===== src/rtl/uart_tx_time_report_pkg.sv =====
// uart_tx_time_report_pkg: shared UART link constants and report FSM encoding
package uart_tx_time_report_pkg;
  localparam int MSG_LEN = 13;
  localparam logic [7:0] ASCII_0     = 8'h30;
  localparam logic [7:0] ASCII_COLON = 8'h3A;
  localparam logic [7:0] ASCII_DOT   = 8'h2E;
  localparam logic [7:0] ASCII_CR    = 8'h0D;
  localparam logic [7:0] ASCII_LF    = 8'h0A;
  localparam logic [7:0] ASCII_R     = 8'h72;
  localparam logic [7:0] ASCII_S     = 8'h73;
  localparam logic ST_IDLE = 1'b0;
  localparam logic ST_SEND = 1'b1;
  typedef enum logic {IDLE = ST_IDLE, SEND = ST_SEND} state_t;
endpackage


===== src/rtl/uart_tx_time_report_bin2ascii2.sv =====
// uart_tx_time_report_bin2ascii2: 7-bit value clamped to 99, split into two ASCII digits
module uart_tx_time_report_bin2ascii2
  import uart_tx_time_report_pkg::*;
(
  input  logic [6:0] val,
  output logic [7:0] tens,
  output logic [7:0] ones
);
  logic [6:0] v;
  // clamp then split into decimal digits
  always_comb begin
    v = val > 7'd99 ? 7'd99 : val;
    tens = ASCII_0 + 8'(v / 7'd10);
    ones = ASCII_0 + 8'(v % 7'd10);
  end
endmodule


===== src/rtl/uart_tx_time_report.sv =====
// uart_tx_time_report: snapshots the stopwatch time and pushes "HH:MM:SS.CC\r\n" into the TX FIFO
module uart_tx_time_report
  import uart_tx_time_report_pkg::*;
#(
  parameter int MSG_LEN = 13
) (
  input  logic       clk,
  input  logic       rst,
  input  logic       i_send,
  input  logic [4:0] i_hour,
  input  logic [5:0] i_min,
  input  logic [5:0] i_sec,
  input  logic [6:0] i_msec,
  input  logic       i_tx_full,
  output logic       o_tx_push,
  output logic [7:0] o_tx_data,
  output logic       o_busy
);
  state_t     state;
  logic [4:0] hour_q;
  logic [5:0] min_q, sec_q;
  logic [6:0] msec_q;
  logic [3:0] idx;
  logic [7:0] h_t, h_o, m_t, m_o, s_t, s_o, c_t, c_o, sel;
  uart_tx_time_report_bin2ascii2 u_hour (.val({2'b00, hour_q}), .tens(h_t), .ones(h_o));
  uart_tx_time_report_bin2ascii2 u_min  (.val({1'b0, min_q}),   .tens(m_t), .ones(m_o));
  uart_tx_time_report_bin2ascii2 u_sec  (.val({1'b0, sec_q}),   .tens(s_t), .ones(s_o));
  uart_tx_time_report_bin2ascii2 u_msec (.val(msec_q),          .tens(c_t), .ones(c_o));
  assign o_busy    = state == SEND;
  assign o_tx_push = o_busy && !i_tx_full;
  // byte of the report line at the current index; zero while idle
  always_comb begin
    case (idx)
      4'd0:    sel = h_t;
      4'd1:    sel = h_o;
      4'd2:    sel = ASCII_COLON;
      4'd3:    sel = m_t;
      4'd4:    sel = m_o;
      4'd5:    sel = ASCII_COLON;
      4'd6:    sel = s_t;
      4'd7:    sel = s_o;
      4'd8:    sel = ASCII_DOT;
      4'd9:    sel = c_t;
      4'd10:   sel = c_o;
      4'd11:   sel = ASCII_CR;
      4'd12:   sel = ASCII_LF;
      default: sel = 8'h00;
    endcase
    o_tx_data = o_busy ? sel : 8'h00;
  end
  // report FSM: capture snapshot on request, advance index only on accepted pushes
  always_ff @(posedge clk or posedge rst) begin
    if (rst) begin
      state  <= IDLE;
      idx    <= '0;
      hour_q <= '0;
      min_q  <= '0;
      sec_q  <= '0;
      msec_q <= '0;
    end else if (state == IDLE) begin
      if (i_send) begin
        state  <= SEND;
        idx    <= '0;
        hour_q <= i_hour;
        min_q  <= i_min;
        sec_q  <= i_sec;
        msec_q <= i_msec;
      end
    end else if (o_tx_push) begin
      idx   <= idx == 4'(MSG_LEN - 1) ? '0 : idx + 4'd1;
      state <= idx == 4'(MSG_LEN - 1) ? IDLE : SEND;
    end
  end
endmodule


===== config.mk =====
export PLATFORM = sky130hd
export DESIGN_NAME = uart_tx_time_report
export DESIGN_NICKNAME = d
export VERILOG_FILES = /design/src/rtl/uart_tx_time_report_pkg.sv /design/src/rtl/uart_tx_time_report_bin2ascii2.sv /design/src/rtl/uart_tx_time_report.sv
export SDC_FILE = /design/constraint.sdc
export NUM_CORES = 1
export LEC_CHECK = 0
export CELL_PAD_IN_SITES_DETAIL_PLACEMENT = 1
export CELL_PAD_IN_SITES_GLOBAL_PLACEMENT = 2
export CORE_MARGIN = 3
export CORE_UTILIZATION = 36
export CTS_CLUSTER_SIZE = 12
export DETAILED_ROUTE_END_ITERATION = 16
export PLACE_DENSITY = 0.86
export SYNTH_ARGS = -nofsm -noshare
export SYNTH_HDL_FRONTEND = slang
export SYNTH_SLANG_ARGS = --single-unit

===== constraint.sdc =====
create_clock -name clk -period 10.9 [get_ports clk]
set_input_delay 1.635 -clock clk [delete_from_list [all_inputs] [get_ports clk]]
set_output_delay 1.635 -clock clk [all_outputs]
set_load 0.1 [all_outputs]

======== Word level (Yosys, flattened, before mapping) ========
Cells that the tools add are included.
operators by class
  magnitude comparators ................... 4
  reduce and logical (&&, ||, !) cells .... 7
  bitwise logic cells ..................... 1
  equality and inequality tests ........... 13
  muxes and demuxes ....................... 14
  div/mod/pow operators ................... 8
  add/subtract/negate cells ............... 9
operators with widths
  cell                                                            count
  one-hot mux 8 bit (12 select lines)                             1
  adder 6 x 8 -> 8 bit (first input constant)                     8
  divider 7 x 4 -> 8 bit (second input constant)                  4
  remainder unit 7 x 4 -> 8 bit (second input constant)           4
  2-to-1 mux 7 bit                                                4
  equality test 4 bit (second input constant)                     5
  equality test 4 x 3 -> 1 bit (second input constant)            4
  2-to-1 mux 4 bit                                                4
  greater-than comparator 6 x 7 -> 1 bit (second input constant)  2
  equality test 4 x 2 -> 1 bit (second input constant)            2
  2-to-1 mux 8 bit                                                1
  greater-than comparator 5 x 7 -> 1 bit (second input constant)  1
  greater-than comparator 7 bit (second input constant)           1
  adder 4 x 1 -> 4 bit (second input constant)                    1
  equality test 4 x 1 -> 1 bit (second input constant)            1
  zero test 4 bit                                                 1
  2-to-1 mux 1 bit                                                4
  AND reduction 2 bit                                             2
  inequality test 2 bit (second input constant)                   1
  nonzero test 2 bit                                              1
  OR reduction 2 bit                                              1
  logical AND 1 bit                                               1
  zero test 1 bit                                                 1
  NOT 1 bit                                                       1
storage, ports and cells
  word-level logic and storage cells ...... 62
  bits of input ports ..................... 28
  flip-flop bits (word level) ............. 29
  output and inout port bits .............. 10

======== Logic depth before layout (Yosys ltp) ========
Gate-level depths: netlist of the first run.
  depth after elaboration ................. 6
  depth in mapped cells ................... 21

======== Cells and area by module ========
A second synthesis of the first run with hierarchy kept.
second synthesis, totals
  cells, all modules ...................... 785
  area total of the unflattened synthesis .. 5810.6 um^2
modules (own cells, without submodules)
  module                                        times used  sequential area each (um^2)  cells an instance  area each (um^2)
  uart_tx_time_report_bin2ascii2 at u_hour ...  3           0.0                          154                1013.5
  uart_tx_time_report                           1           725.7                        178                1791.7
  uart_tx_time_report_bin2ascii2 at u_sec       1           0.0                          145                978.4

======== Worst setup path after synthesis of the first run ========
OpenSTA, ideal clock, no wires.
  kind .................................... register to output
  start point ............................. register msec_q[6]
  end point ............................... output port o_tx_data[5]
  buffers on the path ..................... 1
  path slack .............................. 3.802 ns
  cell stages (with the launch flop) ...... 21
  data arrival time ....................... 5.463 ns
  cells stage by stage .................... dfrtp_1 -> buf_2 -> nand2_1 -> and2_1 -> ha_1 -> nor3b_4 -> a31o_2 -> inv_1 -> ha_1 -> o211ai_1 -> a22o_2 -> o32ai_4 -> o21ai_0 -> xnor2_1 -> ha_1 -> nand2_1 -> or3_1 -> o31a_1 -> o211ai_2 -> xnor2_1 -> o22ai_1
between the ends
  longest elaborated chain between the ends .. 6
  elaborated cells between the ends (all ways) .. 8
RTL lines
  item                                                                            RTL line                                                                    source
  start: declaration                                                              uart_tx_time_report.sv:22                                                   logic [6:0] msec_q;
  start signal: assignment                                                        uart_tx_time_report.sv:67                                                   msec_q <= i_msec;
  greater-than comparator 7 bit                                                   uart_tx_time_report_bin2ascii2.sv:12                                        v = val > 7'd99 ? 7'd99 : val;
  2-to-1 mux 7 bit (*)                                                            uart_tx_time_report_bin2ascii2.sv:12
  remainder unit 7 x 4 -> 8 bit / divider 7 x 4 -> 8 bit (equally long branches)  uart_tx_time_report_bin2ascii2.sv:14, uart_tx_time_report_bin2ascii2.sv:13
  adder 6 x 8 -> 8 bit (on tied branches)                                         uart_tx_time_report_bin2ascii2.sv:14, uart_tx_time_report_bin2ascii2.sv:13
  one-hot mux 8 bit (12 select lines) (*)                                         uart_tx_time_report.sv:33                                                   case (idx)
  2-to-1 mux 8 bit (*)                                                            uart_tx_time_report.sv:49                                                   o_tx_data = o_busy ? sel : 8'h00;
  end: declaration                                                                uart_tx_time_report.sv:16                                                   output logic [7:0] o_tx_data,
Every way passes the cells marked *; elsewhere a longest branch is shown, timed or not.

======== Worst setup path after layout of the first run ========
  start point ............................. register msec_q[6]
  end point ............................... output port o_tx_data[7]
Same word-level chain as after synthesis.

==> results of run 1 <==
layout by cell type, fill, tap and decap left out, drive strengths merged, types with 6 or more instances in the layout:
cell           netlist  layout
a211oi               8       8
a21oi               29      29
a31oi                7       7
and2                 6       6
clkbuf              23       7
clkdlybuf4s50        0      37
dfrtp               29      29
ha                  15      15
inv                 19      19
mux2                15      15
nand2               55      55
nand2b               6       6
nand3               13      13
nor2                39      39
nor2b               14      14
nor3                15      15
o21ai               51      51
xnor2                7       7
metrics by stage:
| stage | hold WS (ns) | std cells | worst slack, ns |
|---|---|---|---|
| final | 0.546 | 574 | 3.08 |
| after global routing | 0.576 | 574 | 2.78 |
| after CTS | 0.551 | 574 | 3.11 |
| after detailed placement | 0.535 | 567 | 3.43 |
| after global placement | 0.538 | 567 | 3.75 |
| after floorplan | 0.481 | 449 | 3.80 |
worst min path at each step:
| stage | start | slack (ns) | end |
|---|---|---|---|
| 2_1_floorplan | hour_q[0] | 0.48 | hour_q[0] |
| 3_3_place_gp | hour_q[0] | 0.54 | hour_q[0] |
| 3_5_place_dp | hour_q[0] | 0.54 | hour_q[0] |
| 4_1_cts | hour_q[0] | 0.55 | hour_q[0] |
| 5_1_grt | hour_q[0] | 0.58 | hour_q[0] |
| 6_report | hour_q[0] | 0.55 | hour_q[0] |
area by class of cell:
type                            instances  area (um^2)
Clock buffer                            7         86.3
Inverter                               19         71.3
Tap cell                              108          135
Fill cell                            1125         5060
Multi-Input combinational cell        372         2470
Timing Repair Buffer                   39          385
Sequential cell                        29          726
sequential cells by signal (all words and copies together), names as in the netlist:
register	count
msec_q	7
min_q	6
sec_q	6
hour_q	5
idx	4
o_busy	1
per-layer routing:
| layer | up-vias | global-route usage | wire, um |
|---|---|---|---|
| met2 | 56 | 0.346 | 5010 |
| met4 | 0 | 0.0388 | 159 |
| met5 | - | 0 | 0 |
| met1 | 1656 | 0.284 | 5010 |
| met3 | 14 | 0.0318 | 292 |
| li1 | 1677 | - | - |
critical path, delay by kind of cell, from the launching register on:
family	cells	cell delay (ns)
flip-flops	1	0.63
AO/OA/AOI/OAI	8	1.97
buffers and inverters	2	1.27
adder cells (fa/ha/maj)	3	0.68
AND/OR/NAND/NOR	6	1.02
XOR/XNOR	1	0.31
cell families (layout without fill, tap and decap cells):
| group | count (synthesis) | count (layout) | share of synthesized area |
|---|---|---|---|
| mux | 20 | 20 | 0.0659 |
| fa+ha+maj | 16 | 16 | 0.0585 |
| xor+xnor | 8 | 8 | 0.0207 |
| compound gates | 153 | 153 | 0.311 |
| flops | 29 | 29 | 0.215 |
| buf+inv | 48 | 65 | 0.0548 |
| simple gates | 175 | 175 | 0.274 |
==> metrics.log, run 1 <==
INFO  metric postLayoutCellArea = 3880 um^2
INFO  metric synthesis.area_per_instance = 7.53 um^2
INFO  metric fp.dieW = 103 um
INFO  metric synth_edf_count = 0
INFO  metric track_usage = 0.207
INFO  metric clockBufferDepth = 2
INFO  metric report.final.setup_viol = 0
INFO  metric hold_viol_final = 0
INFO  metric ys_async_sr_fraction = 1.00
INFO  metric synth-seq-area-share = 0.215
INFO  metric clock_insertion_delay_worst_skew = 0.28 ns
INFO  metric ctsResizeCount = 0
INFO  metric crit-reg2reg-launch = o_busy
INFO  metric post_synth_inst_count = 449
INFO  metric final_layout_size_suffix_gt1_frac = 0.107
INFO  metric timing.setup.tns = 0 ns
INFO  metric yosys_most_used_dff = sky130_fd_sc_hd__dfrtp_1
INFO  metric dr_total_vias = 3403
INFO  metric initial_core_util = 0.378
INFO  metric tritoncts.num_buffers = 5
INFO  metric reg2regPathDepth = 3
INFO  metric synth.top_cells.by_count = sky130_fd_sc_hd__nand2_1, sky130_fd_sc_hd__o21ai_0, sky130_fd_sc_hd__nor2_1
INFO  metric cts_setup_buffers = 0
INFO  metric detailedPlacementHpwl = 8100 um
INFO  metric worstPathRequired = 9.27 ns
INFO  metric postSynthRegisterBits = 29
INFO  metric reg_to_reg_critical_path_endpoint = min_q[5]
INFO  metric syn_area = 3380 um^2
INFO  metric yosysMostFrequentCell = sky130_fd_sc_hd__nand2_1
INFO  metric cts.root.buffer_cell = sky130_fd_sc_hd__clkbuf_8
INFO  metric drt_iter0_markers = 101
INFO  metric routabilityCongestion = 0.815
INFO  metric max-cap-violations = 0
INFO  metric crit_path_top_delay_cell = sky130_fd_sc_hd__clkdlybuf4s50_1
INFO  metric wire_length_of_the_first_global_routing_pass = 17600 um
INFO  metric cts.clk_slew.worst_paths = 0.06 ns
INFO  metric yosys-top-cells-area = sky130_fd_sc_hd__dfrtp_1, sky130_fd_sc_hd__o21ai_0, sky130_fd_sc_hd__nand2_1, sky130_fd_sc_hd__ha_1, sky130_fd_sc_hd__mux2_2
INFO  metric route.detailed.wl_per_inst = 18.2 um
INFO  metric cts-hold-fix-buffers = 0
INFO  metric globalRoute.totalOverflow = 0
INFO  metric route.final.wire_length = 10500 um
INFO  metric detailed_place.area = 3790 um^2
INFO  metric coreArea = 8930 um^2
INFO  metric worstMarginPinSlew = 0.990 ns
INFO  metric netlist.area_leader.share = 0.215
INFO  metric cp-startpoint = msec_q[6]
INFO  metric mappedNetlistNets = 492
INFO  metric vias_in_the_first_global_route = 3483
INFO  metric final_max_slew_viol_count = 0
INFO  metric whs_path_depth = 1
INFO  metric ant_nets = 0
INFO  metric startpoint_type = register
INFO  metric syn2layout_area_growth = 14.7%
INFO  metric crit_end = o_tx_data[7]
INFO  metric yosys_warnings = 0
INFO  metric ioPinCount = 38
INFO  metric outcome = finished, final reports clean
INFO  metric worst_setup_path_end_kind = output port
INFO  metric die_area = 10600 um^2
INFO  metric cts_num_sinks = 29
INFO  metric residual_drc_count = 0
INFO  metric antenna_found_initial = 0
INFO  metric layout.core_utilization = 0.434
INFO  metric fmax = 0.128 GHz
INFO  metric finalNetCount = 509
INFO  metric die_h = 103 um
INFO  metric timing.hold.worst.class = reg2reg
INFO  metric detail_route.first_pass.iterations = 4
INFO  metric synthDistinctLibCells = 79
INFO  metric most_used_cell_cp = sky130_fd_sc_hd__ha_1
INFO  metric grt_start_max_net_pins = 30
INFO  metric finClkSkew = 0.00161 ns
INFO  metric h-tree-depth = 2
INFO  metric crit_share_post_route = 0.718
INFO  metric slew_headroom = 0.338
INFO  metric unrepaired_setup_endpoints_after_global_routing = no
INFO  metric std_cell_rows = 34
INFO  metric tritoncts = done
INFO  metric crit_type = reg2out
INFO  metric final_period_minus_worst_setup_slack = 7.82 ns
INFO  metric diodes = 0
INFO  metric port_buffers = 37
INFO  metric worstPathArrival = 6.19 ns
INFO  metric cpPeakStageDelay = 1.18 ns
INFO  metric synth_top_cell_by_area = sky130_fd_sc_hd__dfrtp_1
INFO  metric crit_path_max_fo = 15
INFO  metric rrSetupSlack = 9.00 ns
INFO  metric vias_per_instance = 5.93
INFO  metric cp_cell_sequence = nand2_1 -> and2_1 -> ha_1 -> nor3b_4 -> a31o_2 -> inv_1 -> ha_1 -> o211ai_1 -> a22o_2 -> o32ai_4 -> o21ai_0 -> xnor2_1 -> ha_1 -> nand2_1 -> or3_1 -> o31a_1 -> o211ai_2 -> nor2b_4 -> o22ai_1 -> clkdlybuf4s50_1
Power of run 1 is not shown: default switching activity piles up to over one toggle a cycle in this logic, so the estimate is an artifact.
==> run 2, diff against run 1 <==
--- a/config.mk
+++ b/config.mk
@@ -8,10 +8,10 @@
 export CELL_PAD_IN_SITES_DETAIL_PLACEMENT = 1
 export CELL_PAD_IN_SITES_GLOBAL_PLACEMENT = 2
 export CORE_MARGIN = 3
-export CORE_UTILIZATION = 36
+export CORE_UTILIZATION = 30
 export CTS_CLUSTER_SIZE = 12
 export DETAILED_ROUTE_END_ITERATION = 16
-export PLACE_DENSITY = 0.86
+export PLACE_DENSITY = 0.76
 export SYNTH_ARGS = -nofsm -noshare
 export SYNTH_HDL_FRONTEND = slang
 export SYNTH_SLANG_ARGS = --single-unit
==> constraint.sdc (replaced) <==
create_clock -name clk -period 6.3 [get_ports clk]
set_input_delay 0.945 -clock clk [delete_from_list [all_inputs] [get_ports clk]]
set_output_delay 0.945 -clock clk [all_outputs]
set_load 0.1 [all_outputs]
==> metrics.log, run 2 (same netlist as run 1, synthesis figures left out) <==
INFO  metric detailed_place.area = 3870 um^2 (+2.1%)
INFO  metric hold_ws = 0.534 ns (-0.0126 ns)
INFO  metric tritoncts.num_buffers = 5 (unchanged)
INFO  metric globalRoute.totalOverflow = 0 (unchanged)
INFO  metric timing.hold.worst.class = reg2reg
INFO  metric worstPathRequired = 5.35 ns (-3.92 ns)
INFO  metric routabilityCongestion = 0.856 (+5.0%)
INFO  metric clockBufferDepth = 2 (unchanged)
INFO  metric num-fill-cells = 1357 (+21%)
INFO  metric drt_iter0_markers = 191 (+89%)
INFO  metric largest_register = msec_q
INFO  metric finalNetCount = 511 (+0.39%)
INFO  metric reg.largest.list = msec_q x7, min_q x6, sec_q x6
INFO  metric cts_num_sinks = 29 (unchanged)
INFO  metric vias_in_the_first_global_route = 3409 (-2.1%)
INFO  metric syn2layout_area_growth = 18.9%
INFO  metric crit_share_post_route = 0.931
INFO  metric worstPathArrival = 4.92 ns (-1.27 ns)
INFO  metric initial_core_util = 0.309 (-0.0693)
INFO  metric largest_register_ff_count = 7 (unchanged)
INFO  metric die_area = 12600 um^2 (+19%)
INFO  metric fp.dieW = 112 um (+9.0%)
INFO  metric std_cell_rows = 38 (+12%)
INFO  metric worst_setup_path_end_kind = output port
INFO  metric route.detailed.wl_per_inst = 16.9 um (-7.4%)
INFO  metric final_period_minus_worst_setup_slack = 5.87 ns
INFO  metric dr_total_vias = 3385 (-0.53%)
INFO  metric report.final.setup_viol = 0 (unchanged)
INFO  metric final_max_slew_viol_count = 0 (unchanged)
INFO  metric worstMarginPinSlew = 0.974 ns (-0.0162 ns)
INFO  metric max-cap-violations = 0 (unchanged)
INFO  metric ioPinCount = 38 (unchanged)
INFO  metric antenna_found_initial = 0 (unchanged)
INFO  metric hold_viol_final = 0 (unchanged)
INFO  metric diodes = 0 (unchanged)
INFO  metric startpoint_type = register
INFO  metric postLayoutCellArea = 4020 um^2 (+3.7%)
INFO  metric tritoncts = done
INFO  metric grt_start_max_net_pins = 30 (unchanged)
INFO  metric track_usage = 0.165 (-0.0419)
INFO  metric vias_per_instance = 5.56 (-6.2%)
INFO  metric layout_common_cells = sky130_fd_sc_hd__nand2_1, sky130_fd_sc_hd__o21ai_0, sky130_fd_sc_hd__nor2_1, sky130_fd_sc_hd__a21oi_1, sky130_fd_sc_hd__clkdlybuf4s50_1
INFO  metric detailedPlacementHpwl = 7920 um (-2.3%)
INFO  metric fmax = 0.170 GHz
INFO  metric route.final.wire_length = 10300 um (-1.7%)
INFO  metric clock_insertion_delay_worst_skew = 0.27 ns (about the same)
INFO  metric ant_nets = 0 (unchanged)
INFO  metric outcome = finished, final reports clean
INFO  metric cts-hold-fix-buffers = 0 (unchanged)
INFO  metric detail_route.first_pass.iterations = 5 (+1)
INFO  metric h-tree-depth = 2 (unchanged)
INFO  metric crit_path_max_fo = 13 (-2)
INFO  metric slew_headroom = 0.349 (+0.0108)
INFO  metric timing.setup.tns = 0 ns (unchanged)
INFO  metric dpl.cell_count = 600 (+5.8%)
INFO  metric wire_length_of_the_first_global_routing_pass = 17300 um (-1.6%)
INFO  metric cts.root.buffer_cell = sky130_fd_sc_hd__clkbuf_16
INFO  metric final_layout_size_suffix_gt1_frac = 0.139 (+0.0313)
INFO  metric residual_drc_count = 0 (unchanged)
INFO  metric die_h = 112 um (+9.0%)
INFO  metric port_buffers = 37 (unchanged)
INFO  metric crit_type = reg2out
INFO  metric number_of_standard_cells_in_the_layout_taps_in_and_fillers_out = 609 (+6.1%)
INFO  metric layout_commonest_cell = sky130_fd_sc_hd__nand2_1
INFO  metric unrepaired_setup_endpoints_after_global_routing = no
INFO  metric finClkSkew = 0.00363 ns (+0.00202 ns)
INFO  metric cts.clk_slew.worst_paths = 0.05 ns (about the same)
INFO  metric coreArea = 10900 um^2 (+22%)
## run 2: cell count changes in the layout (fill, tap and decap cells not counted), moves of 2 or more
cell                              previous run  this run
sky130_fd_sc_hd__clkbuf_16                   0         5
sky130_fd_sc_hd__o22ai_2                     1         3
sky130_fd_sc_hd__buf_4                       2         9
sky130_fd_sc_hd__clkbuf_8                    6         0
sky130_fd_sc_hd__clkdlybuf4s50_1            37        29
sky130_fd_sc_hd__buf_12                      0         3
sky130_fd_sc_hd__o22ai_1                     4         2
sky130_fd_sc_hd__clkinv_2                    0         2
## run 2: what timing repair did
action                     CTS  global route
setup buffers                0             1
gates resized for setup      0             1
setup endpoints to repair    0             3
## run 2: path summary, 6_finish.rpt
| check | start | end | slack, ns | cells past startpoint |
|---|---|---|---|---|
| max | msec_q[5] | o_tx_data[6] | 0.43 | 20 |
| min | sec_q[0] | sec_q[0] | 0.53 | 1 |
| max reg2reg | o_busy | msec_q[4] | 4.33 | 3 |
| min reg2reg | sec_q[0] | sec_q[0] | 0.53 | 1 |
| max in group asynchronous | rst | msec_q[5] | 4.92 | 3 |
| min in group asynchronous | rst | msec_q[1] | 1.07 | 3 |
## run 2: cell type report
| cell class | instances | area (um^2) | share of cell area |
|---|---|---|---|
| multi-input cells | 372 | 2490 | 0.619 |
| flip-flops and latches | 29 | 727 | 0.181 |
| repair buffers | 41 | 418 | 0.104 |
| well taps | 140 | 175 | 0.0436 |
| clock buffers | 6 | 129 | 0.0321 |
| inverters | 19 | 71.3 | 0.0177 |
| clock inverters | 2 | 10.0 | 0.00249 |
## run 2: critical path, cell delays in order (launching register included)
cell                       delay (ns)
sky130_fd_sc_hd__dfrtp_2         0.48
sky130_fd_sc_hd__nand2_1         0.13
sky130_fd_sc_hd__and2_1          0.18
sky130_fd_sc_hd__ha_1            0.23
sky130_fd_sc_hd__nor3b_4         0.19
sky130_fd_sc_hd__a31o_2          0.22
sky130_fd_sc_hd__inv_1           0.10
sky130_fd_sc_hd__ha_1            0.23
sky130_fd_sc_hd__o211ai_1        0.12
sky130_fd_sc_hd__a22o_2          0.32
sky130_fd_sc_hd__o32ai_4         0.37
sky130_fd_sc_hd__o21ai_0         0.21
sky130_fd_sc_hd__xnor2_1         0.26
sky130_fd_sc_hd__ha_1            0.21
sky130_fd_sc_hd__nand2_1         0.07
sky130_fd_sc_hd__or3_1           0.32
sky130_fd_sc_hd__o31a_1          0.27
sky130_fd_sc_hd__o211ai_2        0.23
sky130_fd_sc_hd__nor2b_4         0.08
sky130_fd_sc_hd__mux2i_2         0.23
sky130_fd_sc_hd__buf_12          0.21
## run 2: metal layers
metal	GRT usage	up-vias	share of wire
met5	0	-	0
met4	0.0369	0	0.013
met3	0.0199	9	0.020
met2	0.279	32	0.48
met1	0.226	1665	0.48
li1	-	1679	-
## run 2: stage by stage
stage          worst slack, ns  utilization
2_1_floorplan            0.285            -
3_5_place_dp             0.489        0.354
4_1_cts                  0.183        0.367
5_1_grt                 0.0584        0.368
6_report                 0.433        0.368
3_3_place_gp             0.725        0.354
Power of run 2 is left out for the same reason.
